## config.mk

```make
export PLATFORM = sky130hd
export DESIGN_NAME = scaled_image_renderer
export DESIGN_NICKNAME = d
export VERILOG_FILES = /design/src/rtl/scaled_image_renderer_pkg.sv /design/src/rtl/scaled_image_renderer_dda.sv /design/src/rtl/scaled_image_renderer.sv
export SDC_FILE = /design/constraint.sdc
export NUM_CORES = 1
export LEC_CHECK = 0
export BUFFER_PORTS_ARGS = -buffer_cell sky130_fd_sc_hd__buf_2
export CAP_MARGIN = 30
export CORE_ASPECT_RATIO = 1.75
export CORE_UTILIZATION = 55
export CTS_BUF_LIST = sky130_fd_sc_hd__clkbuf_2
export CTS_CLUSTER_DIAMETER = 150
export DETAILED_ROUTE_END_ITERATION = 8
export GPL_ROUTABILITY_DRIVEN = 0
export PLACE_DENSITY = 0.77
export SYNTH_ARGS = -nofsm -noshare
export SYNTH_HDL_FRONTEND = slang
export SYNTH_SLANG_ARGS = --single-unit
```

## constraint.sdc

```tcl
create_clock -name vga_clk -period 6.9 [get_ports vga_clk]
set_input_delay 0.69 -clock vga_clk [delete_from_list [all_inputs] [get_ports vga_clk]]
set_output_delay 0.69 -clock vga_clk [all_outputs]
set_load 0.01 [all_outputs]
```

## src/rtl/scaled_image_renderer_pkg.sv

```systemverilog
// Shared types and constants for the scaled image renderer.
// The fade helper is only called when SCALED_IMAGE_FADE_EN is defined.
package scaled_image_pkg;

  localparam int DRAW_W   = 10;
  localparam int FADE_MAX = 16;
  localparam int COLOR_W  = 4;

  typedef struct packed {
    logic [COLOR_W-1:0] red;
    logic [COLOR_W-1:0] green;
    logic [COLOR_W-1:0] blue;
  } rgb4_t;

  // (c * lvl) >> 4, truncated to one colour channel
  function automatic logic [COLOR_W-1:0] fade_scale(input logic [COLOR_W-1:0] c,
                                                    input logic [4:0]         lvl);
    logic [COLOR_W+4:0] prod;
    prod = {5'b0, c} * {{COLOR_W{1'b0}}, lvl};
    return prod[COLOR_W+3:4];
  endfunction

endpackage

```

## src/rtl/scaled_image_renderer_dda.sv

```systemverilog
// One-axis DDA scaler: o_pos = floor(n*SRC_N/DST_N) for the current step count n,
// produced combinationally from the state left by the previous step.
module image_scaler_dda #(
  parameter int SRC_N = 360,
  parameter int DST_N = 640,
  parameter int POS_W = $clog2(SRC_N)
) (
  input  logic             clk,
  input  logic             rst_n,
  input  logic             i_restart,
  input  logic             i_step,
  output logic [POS_W-1:0] o_pos
);

  localparam int ACC_W = $clog2(DST_N);
  localparam int SUM_W = ACC_W + 1;

  logic [POS_W-1:0] r_pos;
  logic [ACC_W-1:0] r_acc;
  logic [SUM_W-1:0] w_sum;
  logic [ACC_W-1:0] w_acc;
  logic [POS_W-1:0] w_pos;

  // Restart wins over step; SRC_N <= DST_N keeps it to one increment per step.
  always_comb begin
    w_acc = r_acc;
    w_pos = r_pos;
    w_sum = '0;
    if (i_restart) begin
      w_acc = '0;
      w_pos = '0;
    end else if (i_step) begin
      w_sum = {1'b0, r_acc} + SUM_W'(SRC_N);
      if (w_sum >= SUM_W'(DST_N)) begin
        w_acc = ACC_W'(w_sum - SUM_W'(DST_N));
        if (r_pos != POS_W'(SRC_N - 1)) begin
          w_pos = r_pos + POS_W'(1);
        end
      end else begin
        w_acc = w_sum[ACC_W-1:0];
      end
    end
  end

  always_ff @(posedge clk or negedge rst_n) begin
    if (!rst_n) begin
      r_pos <= '0;
      r_acc <= '0;
    end else begin
      r_pos <= w_pos;
      r_acc <= w_acc;
    end
  end

  assign o_pos = w_pos;

endmodule

```

## src/rtl/scaled_image_renderer.sv

```systemverilog
// Full-screen indexed-colour image upscaler between VGA timing and the colour mux.
// Optional fade-in per frame is enabled by defining SCALED_IMAGE_FADE_EN.
module scaled_image_renderer
  import scaled_image_pkg::*;
#(
  parameter int SRC_W     = 360,
  parameter int SRC_H     = 75,
  parameter int DST_W     = 640,
  parameter int DST_H     = 480,
  parameter int IMG_COUNT = 2,
  parameter int PIX_BITS  = 3,
  parameter int ADDR_W    = $clog2(IMG_COUNT * SRC_W * SRC_H),
  parameter int SEL_W     = (IMG_COUNT > 1) ? $clog2(IMG_COUNT) : 1
) (
  input  logic                vga_clk,
  input  logic                reset_n,
  input  logic [DRAW_W-1:0]   DrawX,
  input  logic [DRAW_W-1:0]   DrawY,
  input  logic                blank,
  input  logic [SEL_W-1:0]    img_sel,
  output logic [ADDR_W-1:0]   rom_addr,
  input  logic [PIX_BITS-1:0] rom_q,
  output logic [PIX_BITS-1:0] pal_index,
  input  logic [COLOR_W-1:0]  pal_red,
  input  logic [COLOR_W-1:0]  pal_green,
  input  logic [COLOR_W-1:0]  pal_blue,
  output logic [COLOR_W-1:0]  red,
  output logic [COLOR_W-1:0]  green,
  output logic [COLOR_W-1:0]  blue
);

  localparam int IMG_SIZE = SRC_W * SRC_H;
  localparam int XPOS_W   = $clog2(SRC_W);
  localparam int YPOS_W   = $clog2(SRC_H);

  logic              w_line_start;
  logic              w_frame_start;
  logic              w_row_step;
  logic [XPOS_W-1:0] w_src_x;
  logic [YPOS_W-1:0] w_src_y;
  logic [YPOS_W-1:0] r_src_y;
  logic [ADDR_W-1:0] r_row_base;
  logic [ADDR_W-1:0] w_row_base;
  logic [SEL_W-1:0]  r_img_cur;
  logic [SEL_W-1:0]  w_img_cur_nxt;
  logic [ADDR_W-1:0] r_img_base;
  logic [ADDR_W-1:0] w_img_base_nxt;
  logic [ADDR_W-1:0] w_img_base;
  logic              r_blank_d1;
  rgb4_t             w_rgb;
  rgb4_t             r_rgb;

  assign w_line_start  = (DrawX == '0);
  assign w_frame_start = w_line_start && (DrawY == '0);
  assign w_row_step    = w_line_start && (DrawY != '0);

  image_scaler_dda #(.SRC_N(SRC_W), .DST_N(DST_W), .POS_W(XPOS_W)) u_dda_x (
    .clk       (vga_clk),
    .rst_n     (reset_n),
    .i_restart (w_line_start),
    .i_step    (1'b1),
    .o_pos     (w_src_x)
  );

  image_scaler_dda #(.SRC_N(SRC_H), .DST_N(DST_H), .POS_W(YPOS_W)) u_dda_y (
    .clk       (vga_clk),
    .rst_n     (reset_n),
    .i_restart (w_frame_start),
    .i_step    (w_row_step),
    .o_pos     (w_src_y)
  );

  // Row base follows src_y by adding one source row per vertical increment.
  always_comb begin
    w_row_base = r_row_base;
    if (w_frame_start) begin
      w_row_base = '0;
    end else if (w_src_y != r_src_y) begin
      w_row_base = r_row_base + ADDR_W'(SRC_W);
    end
  end

  // Out-of-range selections keep the current image.
  always_comb begin
    w_img_cur_nxt = r_img_cur;
    if (int'(img_sel) < IMG_COUNT) begin
      w_img_cur_nxt = img_sel;
    end
    w_img_base_nxt = ADDR_W'(int'(w_img_cur_nxt) * IMG_SIZE);
    w_img_base     = w_frame_start ? w_img_base_nxt : r_img_base;
  end

  always_ff @(posedge vga_clk or negedge reset_n) begin
    if (!reset_n) begin
      r_src_y    <= '0;
      r_row_base <= '0;
      r_img_cur  <= '0;
      r_img_base <= '0;
    end else begin
      r_src_y    <= w_src_y;
      r_row_base <= w_row_base;
      if (w_frame_start) begin
        r_img_cur  <= w_img_cur_nxt;
        r_img_base <= w_img_base_nxt;
      end
    end
  end

  // Gated so the address reads zero while reset is held, even mid-line.
  assign rom_addr  = reset_n ? (w_img_base + w_row_base + ADDR_W'(w_src_x)) : '0;
  assign pal_index = rom_q;

`ifdef SCALED_IMAGE_FADE_EN
  logic [4:0] r_fade_lvl;

  always_ff @(posedge vga_clk or negedge reset_n) begin
    if (!reset_n) begin
      r_fade_lvl <= '0;
    end else if (w_frame_start) begin
      if (w_img_cur_nxt != r_img_cur) begin
        r_fade_lvl <= '0;
      end else if (r_fade_lvl < 5'(FADE_MAX)) begin
        r_fade_lvl <= r_fade_lvl + 5'd1;
      end
    end
  end

  always_comb begin
    w_rgb       = '0;
    w_rgb.red   = fade_scale(pal_red,   r_fade_lvl);
    w_rgb.green = fade_scale(pal_green, r_fade_lvl);
    w_rgb.blue  = fade_scale(pal_blue,  r_fade_lvl);
  end
`else
  always_comb begin
    w_rgb       = '0;
    w_rgb.red   = pal_red;
    w_rgb.green = pal_green;
    w_rgb.blue  = pal_blue;
  end
`endif

  always_ff @(posedge vga_clk or negedge reset_n) begin
    if (!reset_n) begin
      r_blank_d1 <= 1'b0;
      r_rgb      <= '0;
    end else begin
      r_blank_d1 <= blank;
      r_rgb      <= r_blank_d1 ? w_rgb : '0;
    end
  end

  assign red   = r_rgb.red;
  assign green = r_rgb.green;
  assign blue  = r_rgb.blue;

endmodule
```

### Yosys cells after proc, flatten, opt, wreduce, memory -nomap -nowiden

Cells that the tools add are included.

| storage, ports and cells | value |
|---|---|
| flip-flop bits (word level) | 80 |
| input port bits | 39 |
| output and inout bits | 31 |
| logic and storage cells | 48 |

| cells by class | value |
|---|---|
| add/sub/neg operators | 9 |
| multipliers | 1 |
| $lt $le $gt $ge | 2 |
| equal/unequal tests | 3 |
| multiplexer cells | 17 |
| reductions and logical operators | 6 |

Operator list:

| cell | count |
|---|---|
| 16-bit 2-to-1 mux | 4 |
| 9-bit 2-to-1 mux | 6 |
| 7-bit 2-to-1 mux | 4 |
| 10-bit logical NOT | 2 |
| 10-bit 2-to-1 mux | 2 |
| 16-bit adder | 1 |
| 16-bit by 9-bit adder with 16-bit output | 1 |
| 16-bit by 9-bit adder with 16-bit output, second input constant | 1 |
| 1-bit by 12-bit multiplier with 13-bit output, second input constant | 1 |
| 12-bit 2-to-1 mux | 1 |
| 10-bit by 9-bit adder with 11-bit output, second input constant | 1 |
| 11-bit by 10-bit >= comparator with 1-bit output, second input constant | 1 |
| 9-bit by 7-bit adder with 10-bit output, second input constant | 1 |
| 10-bit by 9-bit >= comparator with 1-bit output, second input constant | 1 |
| 10-bit nonzero test | 1 |
| 10-bit subtractor, second input constant | 1 |
| 9-bit by 1-bit adder with 9-bit output, second input constant | 1 |
| 9-bit inequality test, second input constant | 1 |
| 9-bit subtractor, second input constant | 1 |
| 7-bit by 1-bit adder with 7-bit output, second input constant | 1 |
| 7-bit inequality test | 1 |
| 7-bit inequality test, second input constant | 1 |
| 1-bit logical AND | 2 |
| 2-bit nonzero test | 1 |

### Depth between registers and ports, before layout

| logic depth | value |
|---|---|
| depth in word-level cells | 11 |
| mapped depth | 23 |
| depth with buffers taken out | 22 |

### Modules after synthesis

From an unflattened synthesis, not the netlist that was laid out.

| unflattened totals | value |
|---|---|
| cells, all modules | 531 |
| area, all modules | 5,227.5 sq um |

Modules (own cells, without submodules):

| module | times used | cells an instance | area an instance (sq um) | sequential area each (sq um) |
|---|---|---|---|---|
| scaled_image_renderer | 1 | 281 | 3,015.4 | 1,301.2 |
| image_scaler_dda (u_dda_y) | 1 | 127 | 1,134.8 | 400.4 |
| image_scaler_dda (u_dda_x) | 1 | 123 | 1,077.3 | 400.4 |

### Least setup slack after synthesis

OpenSTA, ideal clock, no wires.

| timing path | value |
|---|---|
| kind | reg-to-output |
| from | register u_dda_x.r_acc[3] |
| to | output port rom_addr[15] |
| arrival | 5,224 ps |
| required time | 6,210 ps |
| slack | 986 ps |
| stages on the path, launching flop included | 24 |
| buffers on the path | 1 |
| cell sequence | dfrtp_1 > ha_1 > nor3_1 > xnor2_1 > inv_1 > ha_1 > a21boi_1 > o22ai_1 > clkbuf_1 > nor2_1 > mux2i_1 > or2_1 > fa_1 > inv_1 > ha_1 > fa_1 > a211o_1 > a21oi_1 > o21ai_1 > a211oi_1 > o41ai_1 > or3b_2 > a211o_1 > nand2_1 |

| on the way | value |
|---|---|
| cells in the longest elaborated chain, start to end | 6 |

RTL lines:

| element | line | text |
|---|---|---|
| from (decl) | scaled_image_renderer_dda.sv:19 | `logic [ACC_W-1:0] r_acc;` |
| from (signal assigned) | scaled_image_renderer_dda.sv:51 | `r_acc <= w_acc;` |
| 10-bit by 9-bit adder with 11-bit output | scaled_image_renderer_dda.sv:33 | `w_sum = {1'b0, r_acc} + SUM_W'(SRC_N);` |
| 11-bit by 10-bit >= comparator with 1-bit output | scaled_image_renderer_dda.sv:34 | `if (w_sum >= SUM_W'(DST_N)) begin` |
| 9-bit 2-to-1 mux | scaled_image_renderer_dda.sv:34 |  |
| 9-bit 2-to-1 mux | scaled_image_renderer_dda.sv:29 | `if (i_restart) begin` |
| 16-bit by 9-bit adder with 16-bit output | scaled_image_renderer.sv:110 | `assign rom_addr = reset_n ? (w_img_base + w_row_base + ADDR_W'(w_src_x)) : '0;` |
| 16-bit 2-to-1 mux | scaled_image_renderer.sv:110 |  |
| to (decl) | scaled_image_renderer.sv:21 | `output logic [ADDR_W-1:0] rom_addr,` |

Every way passes these cells.

### Final worst setup path

Same ends and word-level chain as after synthesis.

==> metrics <==
status complete, no violations; GRT Total Usage 0.2355; CP Cell Sequence ha_1 > nor3_4 > xnor2_1 > inv_1 > ha_4 > a21boi_1 > o22ai_1 > buf_4 > nor2_4 > mux2i_1 > or2_1 > fa_1 > inv_1 > ha_2 > fa_2 > a211o_1 > a21oi_2 > o21ai_2 > a211oi_2 > o41ai_4 > or3b_4 > a211o_1 > nand2_1 > buf_2; Cell Count, Final, Fillers Out about 700; Num CTS Buffers 9; WL per Instance between 10 and 15 um; Crit Path Max Fanout 6; clk_lat worst skew between 500 and 600 ps; post-layout minimum cycle time 6674 ps; critical path's top delay family compound AO/OA/AOI/OAI gates; Ports 70; Worst setup EP type output port; final setup fails 0; initial antenna violation count 1; Avg Inst Size Synth 9.578 um^2; CTS Hold Bufs 0; ratio of cells with drive above 1 in the final layout 0.2084; Critical-path top delay cell dfrtp_1; Yosys top cell by area dfrtp_1; vias in the first global route around 3900; most instantiated cells after synthesis dfrtp_1, nor2_1, nand2_1, and2_1, xnor2_1; Vias 3873; async set-reset flop share out of synthesis 1.000; Port Buffer Count between 60 and 70; ranking of synthesized cells by area dfrtp_1, ha_1, xnor2_1; top cell type's share of synthesized area 0.4056; CP startpoint kind flop; Routed Antenna Nets 0; Cells after Synth slightly below 500; largest net degree at the start of global routing 58; WL final around 10 mm; NumNets Final between 600 and 700; final hold vios 0; Initial Util 0.5715; CTS tree yes; Worst Path Class, Setup reg -> out; Leakage approximately 2.8 nW; normalized max-slew margin 0.4973; clock-pin slew on the worst setup and hold paths 220 ps; Worst Tran Pin Value roughly 750 ps; Final Cycle Share 0.9673; P&R area growth vs syn 15.64%; row cnt 44; pwr/cell area roughly 260 nW/um^2; Synth Warn # 0; Placed Instance Area approximately 5200 um^2; Crit path depth 24; total congestion overflow 0; first-pass GRT wire length roughly 17 mm; top_reg_cell synth dfrtp_1; Peak VDD IR between 0.15 and 0.2 mV; setup TNS 0 ps; FF+latch count, synth 77; share of the yosys chip area belonging to registers 0.4056; setup ws final 225.6 ps; DRT Pass-1 Iters 6; root buffer cell clkbuf_2; Max clock buf depth 2; placed cells 660; Slowest Stage Delay on Critical Path 470 ps; Die Height approximately 120 um; Post-synth EDFFs 0; clock sinks 77; Core ar. 8313 um^2; top-count cell post-synth dfrtp_1; cell area after layout around 5500 um^2; Die X roughly 72 um; H-tree depth 3; worst min path class in -> async; DP HPWL approximately 7.3 mm; r2r worst-path depth 12; DR DRC count 0; routed vias/inst about 5.6; fill count between 600 and 700; FMAX about 150 MHz; Setup WS pre-CTS approximately 430 ps; Slew Viols, Final 0; area of the mapped netlist approximately 4800 um^2; total power 1.406 mW; syn nets 573; crit path buf inv count 4; clk_skew around 22 ps; synth unique cells 62; Max Cap Violations 0; Critical Path RT 6210 ps; Initial DRC Count 146; Worst EP arrival approximately 6000 ps; Die ar. between 9000 and 10000 um^2
-- through the flow --
step	hold slack (ps)	utilization
after floorplan	394.4	-
after global placement	462.1	0.6218
after detailed placement	470.5	0.6218
after CTS	52.45	0.6452
after global routing	50.50	0.6609
final	64.83	0.6609
-- placed cells by master (no fill, tap or decap), types with 9 or more instances in the layout --
cell type | netlist | routed
o21ai_0 | 16 | 16
a21oi_1 | 22 | 19
buf_2 | 5 | 62
or3_1 | 10 | 10
nor3_1 | 10 | 9
dfrtp_1 | 77 | 77
inv_1 | 22 | 22
buf_4 | 3 | 19
ha_1 | 28 | 26
xnor2_1 | 31 | 31
nor2_1 | 45 | 44
nand3_1 | 11 | 11
and2_1 | 33 | 33
nand2_1 | 38 | 38
clkbuf_2 | 0 | 11
a21o_1 | 12 | 12
fa_1 | 10 | 9
-- state kept, by name, summed over array words and instances (netlist names) --
signal	count
blue	4
green	4
r_blank_d1	1
r_img_base	16
r_row_base	16
red	4
u_dda_x.r_acc	7
u_dda_x.r_pos	9
u_dda_y.r_acc	9
u_dda_y.r_pos	7
-- worst paths after layout --
kind,start,slack (ps),to
max in group asynchronous,reset_n,5830,r_img_base[6]
min in group vga_clk,blank,240,r_blank_d1
setup reg to reg,u_dda_x.r_acc[3],4030,u_dda_x.r_pos[8]
setup / recovery,u_dda_x.r_acc[3],230,rom_addr[15]
hold / removal,reset_n,60,u_dda_y.r_acc[2]
hold reg to reg,r_img_base[13],520,r_img_base[13]
-- power by group --
group / switching [mW] / leakage (nW) / internal, mW
sequential: 0.0469 / 1.02 / 0.498
clock: 0.157 / 0.0882 / 0.157
combinational: 0.275 / 1.74 / 0.273
-- area by class of cell --
cell class                 instances  area (um^2)  area share
antenna                            1        2.502   0.0004555
inverter                          22        82.58     0.01503
clock inverter                     4        97.59     0.01776
multi-input combinational        376         2733      0.4974
timing repair buffer              81        452.9     0.08244
sequential                        77         1927      0.3507
clock buffer                      11        55.05     0.01002
tap                              115        143.9     0.02619
-- logic make-up after synthesis --
logic type               after synthesis  synth area share
AO/OA/AOI/OAI                         96            0.1356
XOR/XNOR                              36           0.06926
adder cells (fa/ha/maj)               38            0.1159
buffers and inverters                 43           0.03766
flip-flops                            77            0.4056
multiplexers                           6           0.01317
AND/OR/NAND/NOR                      200            0.2228
-- worst reg2reg max path, stage by stage (launching register included) --
cell      delay (ps)
dfrtp_1          470
ha_1             270
nor3_4           250
xnor2_1          180
inv_1            140
ha_4             200
a21boi_1         130
o22ai_1          100
buf_4            170
buf_4            150
nor4b_1          390
xnor2_1          120
nor2_1           220
-- repair_timing --
| item | 4_1_cts | 5_1_grt |
|---|---|---|
| endpoints found under the hold margin | 0 | 0 |
| setup endpoints to repair | 1 | 1 |
| pin swaps | 0 | 8 |
| cloned | 0 | 0 |
| setup buffers | 3 | 8 |
| gates resized for setup | 5 | 13 |
-- per-layer routing --
| metal | GRT usage | part of all wire | vias to the layer above |
|---|---|---|---|
| li1 | - | - | 1865 |
| met2 | 0.4250 | 0.55 | 106 |
| met4 | 0.1096 | 0.022 | 0 |
| met1 | 0.2604 | 0.39 | 1881 |
| met5 | 0 | 0 | - |
| met3 | 0.04110 | 0.041 | 21 |
Note: power is estimated with default switching activity, not from simulation.
